<file path="src/rtl/hazard_pkg.sv">
// Shared types for the pipeline hazard controller: FSM state and EX forwarding select encodings.
package hazard_pkg;

  typedef enum logic {
    HZ_RUN      = 1'b0,
    HZ_MEM_WAIT = 1'b1
  } hz_state_t;

  typedef enum logic [1:0] {
    FWD_RF  = 2'b00,
    FWD_WB  = 2'b01,
    FWD_MEM = 2'b10
  } fwd_sel_t;

endpackage

</file>
<file path="src/rtl/pipeline_hazard_ctrl_fwd_unit.sv">
// Single-operand EX forwarding compare; the M-stage result is newer than W, so it wins.
module fwd_unit
  import hazard_pkg::*;
#(
  parameter int REG_W = 5
) (
  input  logic [REG_W-1:0] rs,
  input  logic [REG_W-1:0] rd_m,
  input  logic [REG_W-1:0] rd_w,
  input  logic             regwrite_m,
  input  logic             regwrite_w,
  output fwd_sel_t         sel
);

  // x0 is hardwired to zero, so a write to it must never be forwarded.
  always_comb begin
    sel = FWD_RF;
    if (regwrite_m && (rd_m != '0) && (rd_m == rs)) begin
      sel = FWD_MEM;
    end else if (regwrite_w && (rd_w != '0) && (rd_w == rs)) begin
      sel = FWD_WB;
    end
  end

endmodule

</file>
<file path="src/rtl/pipeline_hazard_ctrl.sv">
// Stall/flush/forwarding controller for the 5-stage pipe with data-memory wait and timeout.
// Optional performance counters are built when HAZARD_PERF_EN is defined.
module pipeline_hazard_ctrl
  import hazard_pkg::*;
#(
  parameter int REG_W       = 5,
  parameter int MEM_TIMEOUT = 255
`ifdef HAZARD_PERF_EN
  ,
  parameter int CNT_W       = 32
`endif
) (
  input  logic             clk,
  input  logic             arst,
  input  logic [REG_W-1:0] rs1_d,
  input  logic [REG_W-1:0] rs2_d,
  input  logic [REG_W-1:0] rs1_e,
  input  logic [REG_W-1:0] rs2_e,
  input  logic [REG_W-1:0] rd_e,
  input  logic [REG_W-1:0] rd_m,
  input  logic [REG_W-1:0] rd_w,
  input  logic             memread_e,
  input  logic             regwrite_m,
  input  logic             regwrite_w,
  input  logic             branch_taken_e,
  input  logic             dmem_req_m,
  input  logic             dmem_ack,
  output logic             en_f,
  output logic             en_d,
  output logic             en_e,
  output logic             en_m,
  output logic             en_w,
  output logic             srst_d_n,
  output logic             srst_e_n,
  output logic [1:0]       fwd_a_e,
  output logic [1:0]       fwd_b_e,
  output logic             mem_err
`ifdef HAZARD_PERF_EN
  ,
  output logic [CNT_W-1:0] stall_cnt,
  output logic [CNT_W-1:0] flush_cnt
`endif
);

  localparam int TO_W = (MEM_TIMEOUT > 1) ? $clog2(MEM_TIMEOUT) : 1;
  localparam logic [TO_W-1:0] TO_LAST = TO_W'(MEM_TIMEOUT - 1);

  hz_state_t       state;
  logic [TO_W-1:0] wait_cnt;
  logic            timeout;
  logic            mem_stall;
  logic            load_use;
  logic            branch;
  fwd_sel_t        fwd_a;
  fwd_sel_t        fwd_b;

  assign timeout = (state == HZ_MEM_WAIT) && !dmem_ack && (wait_cnt == TO_LAST);

  // A request acked in its own cycle never stalls; the timeout cycle releases the pipe like an ack.
  always_comb begin
    mem_stall = 1'b0;
    if (state == HZ_RUN) begin
      mem_stall = dmem_req_m && !dmem_ack;
    end else begin
      mem_stall = !dmem_ack && !timeout;
    end
  end

  assign load_use = memread_e && (rd_e != '0) && ((rd_e == rs1_d) || (rd_e == rs2_d));
  assign branch   = branch_taken_e;

  // Clears are suppressed under a memory stall because the registers honour clear over enable.
  always_comb begin
    en_f     = 1'b1;
    en_d     = 1'b1;
    srst_d_n = 1'b1;
    srst_e_n = 1'b1;
    if (mem_stall) begin
      en_f = 1'b0;
      en_d = 1'b0;
    end else if (branch) begin
      srst_d_n = 1'b0;
      srst_e_n = 1'b0;
    end else if (load_use) begin
      en_f     = 1'b0;
      en_d     = 1'b0;
      srst_e_n = 1'b0;
    end
  end

  assign en_e    = !mem_stall;
  assign en_m    = !mem_stall;
  assign en_w    = !mem_stall;
  assign mem_err = timeout;

  always_ff @(posedge clk or negedge arst) begin
    if (!arst) begin
      state    <= HZ_RUN;
      wait_cnt <= '0;
    end else begin
      case (state)
        HZ_RUN: begin
          if (dmem_req_m && !dmem_ack) begin
            state    <= HZ_MEM_WAIT;
            wait_cnt <= '0;
          end
        end
        HZ_MEM_WAIT: begin
          if (dmem_ack || timeout) begin
            state <= HZ_RUN;
          end else begin
            wait_cnt <= wait_cnt + 1'b1;
          end
        end
        default: state <= HZ_RUN;
      endcase
    end
  end

  fwd_unit #(.REG_W(REG_W)) u_fwd_a (
    .rs         (rs1_e),
    .rd_m       (rd_m),
    .rd_w       (rd_w),
    .regwrite_m (regwrite_m),
    .regwrite_w (regwrite_w),
    .sel        (fwd_a)
  );

  fwd_unit #(.REG_W(REG_W)) u_fwd_b (
    .rs         (rs2_e),
    .rd_m       (rd_m),
    .rd_w       (rd_w),
    .regwrite_m (regwrite_m),
    .regwrite_w (regwrite_w),
    .sel        (fwd_b)
  );

  assign fwd_a_e = fwd_a;
  assign fwd_b_e = fwd_b;

`ifdef HAZARD_PERF_EN
  always_ff @(posedge clk or negedge arst) begin
    if (!arst) begin
      stall_cnt <= '0;
      flush_cnt <= '0;
    end else begin
      if (!en_d) begin
        stall_cnt <= stall_cnt + 1'b1;
      end
      if (!srst_d_n || !srst_e_n) begin
        flush_cnt <= flush_cnt + 1'b1;
      end
    end
  end
`endif

endmodule

</file>
<file path="config.mk">
export PLATFORM = sky130hd
export DESIGN_NAME = pipeline_hazard_ctrl
export DESIGN_NICKNAME = d
export VERILOG_FILES = /design/src/rtl/hazard_pkg.sv /design/src/rtl/pipeline_hazard_ctrl_fwd_unit.sv /design/src/rtl/pipeline_hazard_ctrl.sv
export SDC_FILE = /design/constraint.sdc
export NUM_CORES = 1
export LEC_CHECK = 0
export BUFFER_PORTS_ARGS = -buffer_cell sky130_fd_sc_hd__buf_2
export CAP_MARGIN = 20
export CORE_MARGIN = 2
export CORE_UTILIZATION = 32
export DETAILED_ROUTE_END_ITERATION = 8
export HOLD_SLACK_MARGIN = 0.12
export SYNTH_ARGS = -nofsm -noshare
export SYNTH_HDL_FRONTEND = slang
export SYNTH_SLANG_ARGS = --single-unit
</file>
<file path="constraint.sdc">
create_clock -name clk -period 3.09 [get_ports clk]
set_clock_uncertainty 0.15 [all_clocks]
set_input_delay 0.1545 -clock clk [delete_from_list [all_inputs] [get_ports clk]]
set_output_delay 0.1545 -clock clk [all_outputs]
set_load 0.05 [all_outputs]
</file>
== Yosys cells after proc, flatten, opt, wreduce, memory -nomap -nowiden ==
Cells that the tools add are included.
Cells by class
  add/sub/neg operators: 1
  equal/unequal tests: 9
  multiplexer cells: 18
  bitwise logic cells: 1
  reductions and logical operators: 21
Operators with widths (count)
  == test 5 bit: 6
  2-to-1 mux 8 bit: 2
  one-hot mux 8 bit (2 select lines): 1
  nonzero test 5 bit: 3
  logical AND 1 bit: 12
  2-to-1 mux 1 bit: 12
  adder 8 x 1 -> 8 bit, second input constant: 1
  == test 8 bit, second input constant: 1
  2-to-1 mux 2 bit: 2
  logical NOT 1 bit: 3
  logical OR 1 bit: 2
  != test 2 x 1 -> 1 bit, second input constant: 1
  != test 2 bit, second input constant: 1
  one-hot mux 1 bit (2 select lines): 1
  AND reduction 2 bit: 1
  inverter 1 bit: 1
Storage, ports and cells
  register bits after elaboration: 9
  output and inout port bits: 12
  logic and storage cells: 52

== Logic depth before layout (Yosys ltp) ==
Gate-level depths: netlist (run 1).
  depth in word-level cells: 7
  mapped depth: 8

== Hierarchy ==
From an unflattened synthesis (run 1), not the netlist that was laid out.
Unflattened totals
  cell total of the unflattened synthesis: 112
  area total of the unflattened synthesis: 991.0 um^2
By module, submodules not included
  pipeline_hazard_ctrl: instances 1, cells each 72, area an instance 688.2 um^2, seq. area each 225.2 um^2
  fwd_unit: instances 2, cells each 20, area an instance 151.4 um^2, seq. area each 0.0 um^2

== Worst setup path before layout (run 1) ==
No wires, ideal clock.
  path kind: register to output
  from: register wait_cnt[0]
  to: output en_f
  arrival time: 2.802 ns
  data required time: 2.785 ns
  slack: -0.017 ns
  stages on the path, launching flop included: 9
  cells stage by stage: dfrtp_1 > inv_1 > ha_1 > nand3_1 > o21a_1 > nor2_2 > inv_1 > a21oi_1 > buf_4
Between the ends
  cells in the longest elaborated chain, start to end: 6
Ends and longest elaborated chain
  start, declared: line pipeline_hazard_ctrl.sv:49  | logic [TO_W-1:0] wait_cnt;
  start signal, assigned: line pipeline_hazard_ctrl.sv:112  | wait_cnt <= wait_cnt + 1'b1;
  == test 8 bit: line pipeline_hazard_ctrl.sv:57  | assign timeout = (state == HZ_MEM_WAIT) && !dmem_ack && (wait_cnt == TO_LAST);
  logical AND 1 bit: line pipeline_hazard_ctrl.sv:57
  logical NOT 1 bit: line pipeline_hazard_ctrl.sv:65  | mem_stall = !dmem_ack && !timeout;
  logical AND 1 bit: line pipeline_hazard_ctrl.sv:65
  2-to-1 mux 1 bit: line pipeline_hazard_ctrl.sv:62  | if (state == HZ_RUN) begin
  2-to-1 mux 1 bit
  end, declared: line pipeline_hazard_ctrl.sv:28  | output logic en_f,
No other way between the ends.

== Final worst setup path (run 1) ==
  from: register wait_cnt[0]
  to: output en_f
Between the ends
  cells in the longest elaborated chain, start to end: 6
Ends and longest elaborated chain
  == test 8 bit: line pipeline_hazard_ctrl.sv:57
  logical AND 1 bit: line pipeline_hazard_ctrl.sv:57
  logical NOT 1 bit: line pipeline_hazard_ctrl.sv:65
  logical AND 1 bit: line pipeline_hazard_ctrl.sv:65
  2-to-1 mux 1 bit: line pipeline_hazard_ctrl.sv:62
  2-to-1 mux 1 bit: line pipeline_hazard_ctrl.sv:78  | if (mem_stall) begin
No other way between the ends.

==> qor.txt, run 1 <==
clk slew on worst S/H paths - 0.06 ns
Final Max Tran Viols - 0
synthesized flop and latch total - 9
Largest delay share family, worst path - buffers and inverters
share of the synthesized area in the top cell type - 24.7%
WP data required - 2.79 ns
io pins - 55
post-synthesis average cell area - 8.78 sq um
net count reported at finish - 207
cell taking the most area after synthesis - dfrtp_1
TritonCTS clock tree - built
Worst path slowest cell - dfrtp_1
Remaining Overflow, GRT - 0
Mapped Area - 913 sq um
crit path max fanout - 7
die outline area - 3300 sq um
vias per inst - 5.02
final sum of negative setup slack - 0 ns
Worst setup SP type - register
via count of the first global-routing pass - 866
number of buffers inserted during clock tree synthesis - 3
register-to-register path setup slack - 1.24 ns
total of max-cap violations - 0
placeable core region - 2730 sq um
Area Overhead vs Synth - 36.8%
WL final - 2280 microns
number of enable-type register cells in the synthesized netlist - 0
Synth top cells by count - xnor2_1 (16), xor2_1 (16), dfrtp_1 (9), nand2_1 (9), nand3_1 (7)
Yosys Warn Count - 0
antenna diode count - 0
die span in x - 57.4 microns
dominant cell type by count on the critical path - inv_1
fraction of layout instances using a drive strength above 1 - 39.1%
CP Capture Type - output port
shortest period the worst path allows - 2.37 ns
PwrDens - 330 nW/um^2
headroom to the max-slew limit - 60.8%
number of antenna violations at the first check in global routing - 0
Hold Fails Final Rpt - 0
insertion delay to the later sink of the worst-skew pair - 0.26 ns
first-pass GRT wire length - 3620 microns
total buffers and inverters traversed by the critical path - 3
DIE HEIGHT - 57.4 microns
kind of critical path - register to output port
number of DRC markers in iteration 0 - 11
RSZ-0062 raised after global routing - no
detailed placement HPWL - 2000 microns
Primary FF master, synth - dfrtp_1
number of nets still failing antenna checks after routing - 0
Critical Path Source - wait_cnt[0]$_DFFE_PN0P_
gp weighted congestion - 0.791
drt drc - 0
Mapped Cells - 104
cell chosen for the clock root - clkbuf_4
register area - 225 sq um
top cells by area, synth - dfrtp_1 (25%), xnor2_1 (15%), xor2_1 (15%)
number of buffers added on ports - 54
synth unique cells - 30
actual transition at the worst max-transition pin - 0.586 ns
startpoint of the worst-slack reg-to-reg timing path - wait_cnt[0]$_DFFE_PN0P_
Via Count - 964
FF-to-FF End - wait_cnt[7]$_DFFE_PN0P_
classification of the worst-slack hold path - input port to asynchronous set/reset pin
top achievable clock speed - 0.421 GHz
Num Clock Sinks - 9
row count - 19
final setup violation count - 0
pin count of the biggest net entering global routing - 10
post-detailed-route wirelength per cell - 11.9 microns
worst-case clock buffer depth - 2
status - finished clean
number of instances in the placed design - 186
number of gates resized after cts - 0
slowest stage delay, CP - 0.42 ns
final worst path period share - 76.8%
number of cells in the finished layout apart from fillers - 192
fraction of registers with async set or reset after synthesis - 100%
number of H-tree levels - 1
initial cell density of the core - 33.4%
cell count of the worst reg-to-reg path - 6
number of buffers inserted to repair setup after CTS - 0
data arrival time of the critical path - 2.07 ns
Seq/Total Area, Yosys - 24.7%
Peak supply drop - 0.216 mV
Synth Net Count - 149
combined area of the multi-input logic cells - 662 sq um
overall global routing resource usage - 13.6%
filler instances - 270
leakage power - 0.578 nW
Cell Chain, Critical Path - inv_1, ha_1, nand3_1, o21a_1, nor2_2, inv_1, a21oi_2, buf_2
drt first pass iters - 4
## cells by family (layout without fill, tap and decap cells)
kind of cell             after synthesis  count (layout)  synth area share, %
AND/OR/NAND/NOR                       41              41                 26.4
multiplexers                           4               4                 4.38
AO/OA/AOI/OAI                         11              11                 7.81
buffers and inverters                  5              62                 3.29
XOR/XNOR                              32              32                 30.7
adder cells (fa/ha/maj)                2               2                 2.74
flip-flops                             9               9                 24.7
## routing by layer
| layer | wire, microns | vias up | track usage, % |
|---|---|---|---|
| li1 | - | 485 | - |
| met1 | 922 | 448 | 15.8 |
| met2 | 1210 | 26 | 24.8 |
| met3 | 126 | 5 | 2.72 |
| met4 | 23 | 0 | 3.99 |
| met5 | 0 | - | 0 |
## state kept, by name (all words and copies together) (netlist names)
register / flops
state: 1
wait_cnt: 8
## final cells by class
type                    instances  area share [%]
repair buffers                 56            23.2
clock buffers                   4            2.10
inverters                       2           0.601
flip-flops and latches          9            18.0
well taps                      31            3.10
multi-input cells              90            53.0
## worst reg2reg max path, delay by kind of cell (launching register included)
family                   cells  cell delay [ns]
buffers and inverters        1             0.08
adder cells (fa/ha/maj)      1             0.14
multiplexers                 1             0.14
flip-flops                   1             0.42
AND/OR/NAND/NOR              2             0.30
AO/OA/AOI/OAI                1             0.50
## placed cells by master, fill, tap and decap left out, types with 2 or more instances in the layout
master          n
nor4_1          2
nor4_2          2
buf_2          54
nor2_1          3
ha_1            2
xor2_1         16
o21ai_0         3
or4_1           5
nand3_1         7
inv_1           2
dfrtp_1         9
nand4_1         4
dlygate4sd3_1   2
xnor2_1        16
nand2_1         9
nor3_1          3
clkbuf_4        3
mux2i_1         4
## timing repair
item | 4_1_cts | 5_1_grt
endpoints found under the setup margin | 0 | 0
hold buffers | 2 | 0
endpoints found under the hold margin | 11 | 0
## worst max path at each step
stage                  to  slack, ns  depth (start not counted)
2_1_floorplan  fwd_a_e[0]       0.27                          4
3_3_place_gp         en_d       1.10                          8
3_5_place_dp         en_f       1.01                          8
4_1_cts              en_f       0.70                          8
5_1_grt              en_f       0.56                          8
6_report             en_f       0.72                          8
## metrics by stage
step	cell area [sq um]	total power, mW	setup WS [ns]	utilization [%]	hold slack (ns)
after floorplan	917	0.260	0.266	-	-0.291
after global placement	1200	0.318	1.10	44.0	-0.131
after detailed placement	1200	0.322	1.01	44.0	-0.129
after CTS	1250	0.417	0.703	45.7	0.136
after global routing	1250	0.435	0.562	45.7	0.152
final	1250	0.412	0.715	45.7	0.125
## where the power goes
part | internal (mW) | leakage (nW) | total, mW | switching (mW)
registers | 0.129 | 0.122 | 0.143 | 0.0145
clock network | 0.0497 | 0.0150 | 0.0911 | 0.0414
logic | 0.0701 | 0.441 | 0.177 | 0.107
total | 0.249 | 0.578 | 0.412 | 0.163
Power figures use the tool's default switching activity.
==> run 2, diff against run 1 <==
clock period = 2.1 ns   (was 3.09 ns; I/O delays follow)
==> qor.txt, run 2 (synthesis results as in run 1) <==
headroom to the max-slew limit - 69.9%
share of total power in the clock network - 20.5%
minimum setup slack in the final design - 0.0860 ns
initial cell density of the core - 33.4%
leading cell type in the layout, fill and taps excluded - buf_2
row count - 19
RSZ-0062 raised after global routing - no
number of buffers inserted during clock tree synthesis - 3
die span in x - 57.4 microns
top achievable clock speed - 0.497 GHz
data arrival time of the critical path - 1.76 ns
hold slack final - 0.215 ns
number of DRC markers in iteration 0 - 29
Final Max Tran Viols - 0
power dissipated by switching net loads - 0.278 mW
largest registers ranked by flip-flop count - wait_cnt: 8 flops, state: 1 flops
final setup violation count - 0
vias per inst - 5.08
actual transition at the worst max-transition pin - 0.447 ns
classification of the worst-slack hold path - input port to register
number of antenna violations at the first check in global routing - 0
io pins - 55
status - finished clean
number of flip-flops in the largest register - 8
Final Cell Area - 1450 sq um
placeable core region - 2730 sq um
shortest period the worst path allows - 2.01 ns
detailed placement HPWL - 2020 microns
overall global routing resource usage - 15.0%
Num Clock Sinks - 9
number of buffers added on ports - 54
first-pass GRT wire length - 3880 microns
total of max-cap violations - 0
register with the most flip-flops - wait_cnt
commonest cells after routing, fill and taps aside - buf_2 (49), xnor2_1 (16), xor2_1 (16), buf_4 (11), nand2_1 (9)
Placed Area - 1270 sq um
TritonCTS clock tree - built
DIE HEIGHT - 57.4 microns
sequential power share - 30.8%
worst-case clock buffer depth - 2
internal power - 0.420 mW
Worst setup SP type - register
post-detailed-route wirelength per cell - 12.8 microns
clk slew on worst S/H paths - 0.06 ns
die outline area - 3300 sq um
worst slack after detailed placement - 0.212 ns
Remaining Overflow, GRT - 0
number of nets still failing antenna checks after routing - 0
cell chosen for the clock root - clkbuf_4
WL final - 2630 microns
portion of total power attributed to combinational logic - 48.8%
PwrDens - 483 nW/um^2
CP Capture Type - output port
via count of the first global-routing pass - 963
insertion delay to the later sink of the worst-skew pair - 0.27 ns
Via Count - 1041
Hold Fails Final Rpt - 0
fraction of layout instances using a drive strength above 1 - 47.7%
Peak supply drop - 0.529 mV
drt first pass iters - 4
pin count of the biggest net entering global routing - 10
Power, Total - 0.699 mW
gp weighted congestion - 0.844
Area Overhead vs Synth - 58.5%
crit path max fanout - 5
drt drc - 0
number of H-tree levels - 1
antenna diode count - 0
leakage power - 0.653 nW
final worst path period share - 95.9%
net count reported at finish - 220
kind of critical path - register to output port
filler instances - 238
share of total power consumed by net switching - 39.8%
WP data required - 1.85 ns
run 2: changes by cell type in the layout (fill, tap and decap cells not counted), sizes merged:
cell,change
clkbuf,+3
dlygate4sd3,+2
buf,+8
run 2: final cells by class:
class | count | area [sq um] | share of cell area [%]
multi-input combinational | 90 | 736 | 50.8
timing repair buffer | 69 | 413 | 28.5
sequential | 9 | 226 | 15.6
tap | 31 | 38.8 | 2.68
clock buffer | 4 | 26.3 | 1.82
inverter | 2 | 7.51 | 0.519
run 2: what timing repair did:
item / 4_1_cts / 5_1_grt
setup buffers: 2 / 6
hold endpoints to repair: 10 / 0
hold buffers: 4 / 0
setup endpoints to repair: 3 / 7
resized for setup: 4 / 11
pin swaps: 1 / 3
run 2: critical path, stage by stage, from the launching register on:
cell     delay, ns
dfrtp_2       0.42
inv_2         0.07
ha_4          0.12
nand3_2       0.08
o21a_4        0.24
nor2_4        0.15
buf_4         0.14
buf_2         0.25
run 2: path summary, 6_finish.rpt:
kind / to / slack [ns] / from / cells past startpoint
worst max-delay path: en_w / 0.09 / wait_cnt[0]$_DFFE_PN0P_ / 7
min in group asynchronous: wait_cnt[5]$_DFFE_PN0P_ / 0.71 / arst / 3
worst max register to register: wait_cnt[0]$_DFFE_PN0P_ / 0.29 / wait_cnt[0]$_DFFE_PN0P_ / 8
max in group asynchronous: wait_cnt[0]$_DFFE_PN0P_ / 0.76 / arst / 3
worst min-delay path: wait_cnt[2]$_DFFE_PN0P_ / 0.22 / dmem_req_m / 4
worst min register to register: wait_cnt[5]$_DFFE_PN0P_ / 0.37 / wait_cnt[5]$_DFFE_PN0P_ / 1
run 2: per-stage QoR:
stage	TNS [ns]	utilization (%)	instances
6_report	0	53.0	205
4_1_cts	0	50.1	199
3_3_place_gp	0	46.6	189
5_1_grt	0	53.0	205
3_5_place_dp	0	46.6	189
2_1_floorplan	-0.426	-	104
run 2: layer usage:
metal / up-vias / global-route usage (%) / routed length [microns]
li1: 513 / - / -
met1: 467 / 17.6 / 1090
met2: 52 / 26.5 / 1310
met3: 9 / 1.81 / 157
met4: 0 / 7.97 / 70
met5: - / 0 / 0
run 2: power groups by stage:
stage	Combinational, mW	Clock (mW)	Sequential [mW]
after floorplan	0.185	0	0.210
after global placement	0.270	0	0.213
after detailed placement	0.272	0	0.215
after CTS	0.292	0.147	0.212
after global routing	0.363	0.157	0.217
final	0.341	0.143	0.215
==> run 3, diff against run 2 <==
SYNTH_HIERARCHICAL = 1   (was not set)
==> qor.txt, run 3 <==
register with the most flip-flops - wait_cnt
cell taking the most area after synthesis - dfrtp_1
Via Count - 1046
io pins - 55
row count - 20
final worst path period share - 98.4%
vias per inst - 4.93
placeable core region - 3000 sq um
Worst path slowest cell - dfrtp_1
Worst setup SP type - register
post-synthesis average cell area - 8.85 sq um
cell chosen for the clock root - clkbuf_4
insertion delay to the later sink of the worst-skew pair - 0.28 ns
detailed placement HPWL - 2130 microns
filler instances - 286
initial cell density of the core - 33.0%
Num Clock Sinks - 9
dominant cell by count in the synthesized netlist - xnor2_1
Largest delay share family, worst path - compound AO/OA/AOI/OAI gates
clk slew on worst S/H paths - 0.07 ns
register area - 225 sq um
share of the synthesized area in the top cell type - 22.7%
combined area of the multi-input logic cells - 776 sq um
drt drc - 0
launch point of the worst hold path - dmem_req_m
total of max-cap violations - 0
top cells by area, synth - dfrtp_1 (23%), xnor2_1 (18%), xor2_1 (7.1%)
number of cells in the finished layout apart from fillers - 212
kind of critical path - register to output port
final setup violation count - 0
number of instances in the placed design - 196
shortest period the worst path allows - 2.07 ns
Seq/Total Area, Yosys - 22.7%
largest registers ranked by flip-flop count - wait_cnt: 8 flops, state: 1 flops
total buffers and inverters traversed by the critical path - 3
startpoint of the worst-slack reg-to-reg timing path - state$_DFF_PN0_
CP Capture Type - output port
top achievable clock speed - 0.484 GHz
fraction of registers with async set or reset after synthesis - 100%
leading cell type in the layout, fill and taps excluded - buf_2
headroom to the max-slew limit - 71.7%
number of enable-type register cells in the synthesized netlist - 0
overall global routing resource usage - 15.3%
antenna diode count - 0
die span in x - 59.7 microns
Remaining Overflow, GRT - 0
Mapped Area - 991 sq um
first-pass GRT wire length - 4170 microns
number of nets still failing antenna checks after routing - 0
number of H-tree levels - 1
Mapped Cells - 112
crit path max fanout - 7
Critical Path Source - wait_cnt[0]$_DFFE_PN0P_
number of buffers added on ports - 54
FF-to-FF End - wait_cnt[2]$_DFFE_PN0P_
endpoint of the worst hold path - wait_cnt[0]$_DFFE_PN0P_
RSZ-0062 raised after global routing - yes
Hold Fails Final Rpt - 0
Final Max Tran Viols - 0
Synth Net Count - 157
gp weighted congestion - 0.772
actual transition at the worst max-transition pin - 0.423 ns
Area Overhead vs Synth - 47.7%
pin count of the biggest net entering global routing - 10
Power, Total - 0.701 mW
synth unique cells - 34
Peak supply drop - 0.160 mV
via count of the first global-routing pass - 1003
fraction of layout instances using a drive strength above 1 - 48.0%
Hold Path Depth - 4
drt first pass iters - 4
WP data required - 1.85 ns
Synth top cells by count - xnor2_1 (20), nand2_1 (13), dfrtp_1 (9), nand3_1 (9), xor2_1 (8)
cell count of the worst reg-to-reg path - 3
number of antenna violations at the first check in global routing - 0
number of flip-flops in the largest register - 8
commonest cells after routing, fill and taps aside - buf_2 (50), xnor2_1 (20), nand2_1 (13), buf_4 (10), dfrtp_1 (9)
hold slack final - 0.220 ns
net count reported at finish - 225
classification of the worst-slack hold path - input port to register
Yosys Warn Count - 6
die outline area - 3560 sq um
PwrDens - 479 nW/um^2
post-detailed-route wirelength per cell - 12.1 microns
number of DRC markers in iteration 0 - 23
leakage power - 0.660 nW
TritonCTS clock tree - built
Cell Chain, Critical Path - inv_1, ha_2, nand3_4, o21a_4, nor2_4, inv_2, a21oi_4, buf_6
final sum of negative setup slack - 0 ns
DIE HEIGHT - 59.7 microns
Primary FF master, synth - dfrtp_1
number of buffers inserted during clock tree synthesis - 3
register-to-register path setup slack - 0.42 ns
data arrival time of the critical path - 1.81 ns
status - finished clean
slowest stage delay, CP - 0.38 ns
synthesized flop and latch total - 9
worst-case clock buffer depth - 2
WL final - 2570 microns
run 3: report_power, final:
part	leakage, nW	internal, mW	switching [mW]	total, mW
clock	0.0150	0.0738	0.0758	0.150
sequential	0.122	0.189	0.0140	0.203
combinational	0.522	0.157	0.191	0.348
total	0.660	0.420	0.281	0.701
run 3: area by class of cell:
type	instances	share of cell area [%]
Clock buffer	4	1.79
Inverter	2	0.513
Multi-Input combinational cell	98	53.0
Tap cell	33	2.82
Sequential cell	9	15.4
Timing Repair Buffer	66	26.5
run 3: logic make-up (layout without fill, tap and decap cells):
family          count (synthesis)  after routing  share of synthesized area (%)
mux                             4              4                           4.04
flops                           9              9                           22.7
compound gates                 15             15                           13.9
xor+xnor                       28             28                           24.7
buf+inv                         5             72                           3.03
fa+ha+maj                       2              2                           2.52
simple gates                   49             49                           29.0
run 3: worst max path at each step:
stage	endpoint	slack, ns	depth (start not counted)
final	en_d	0.03	8
after global routing	en_f	-0.04	8
after CTS	en_d	0.02	8
after detailed placement	en_f	0.19	8
after global placement	en_d	0.25	8
after floorplan	en_f	-0.14	8
run 3: stage by stage:
| step | area, sq um | utilization [%] | worst slack (ns) |
|---|---|---|---|
| 5_1_grt | 1460 | 48.8 | -0.0411 |
| 3_3_place_gp | 1320 | 43.8 | 0.253 |
| 3_5_place_dp | 1320 | 43.8 | 0.194 |
| 6_report | 1460 | 48.8 | 0.0343 |
| 4_1_cts | 1420 | 47.2 | 0.0193 |
| 2_1_floorplan | 1030 | - | -0.139 |
run 3: repair_timing:
item	4_1_cts	5_1_grt
gates resized for setup	4	4
endpoints found under the setup margin	3	3
endpoints found under the hold margin	11	0
buffers inserted	3	5
pin swaps	2	2
hold buffers	4	0
run 3: worst reg2reg max path, stage by stage, from the launching register on:
cell and delay, ns:
dfrtp_1 0.43, nor3b_4 0.31, dlygate4sd3_1 0.63, nor2_1 0.06
run 3: per-layer routing:
layer / vias to the layer above / global-route usage, % / routed length (microns) / part of all wire, %
li1: 534 / - / - / -
met1: 474 / 15.8 / 1040 / 40
met2: 35 / 30.9 / 1370 / 53
met3: 3 / 1.95 / 136 / 5.3
met4: 0 / 4.76 / 26 / 1.0
met5: - / 0 / 0 / 0
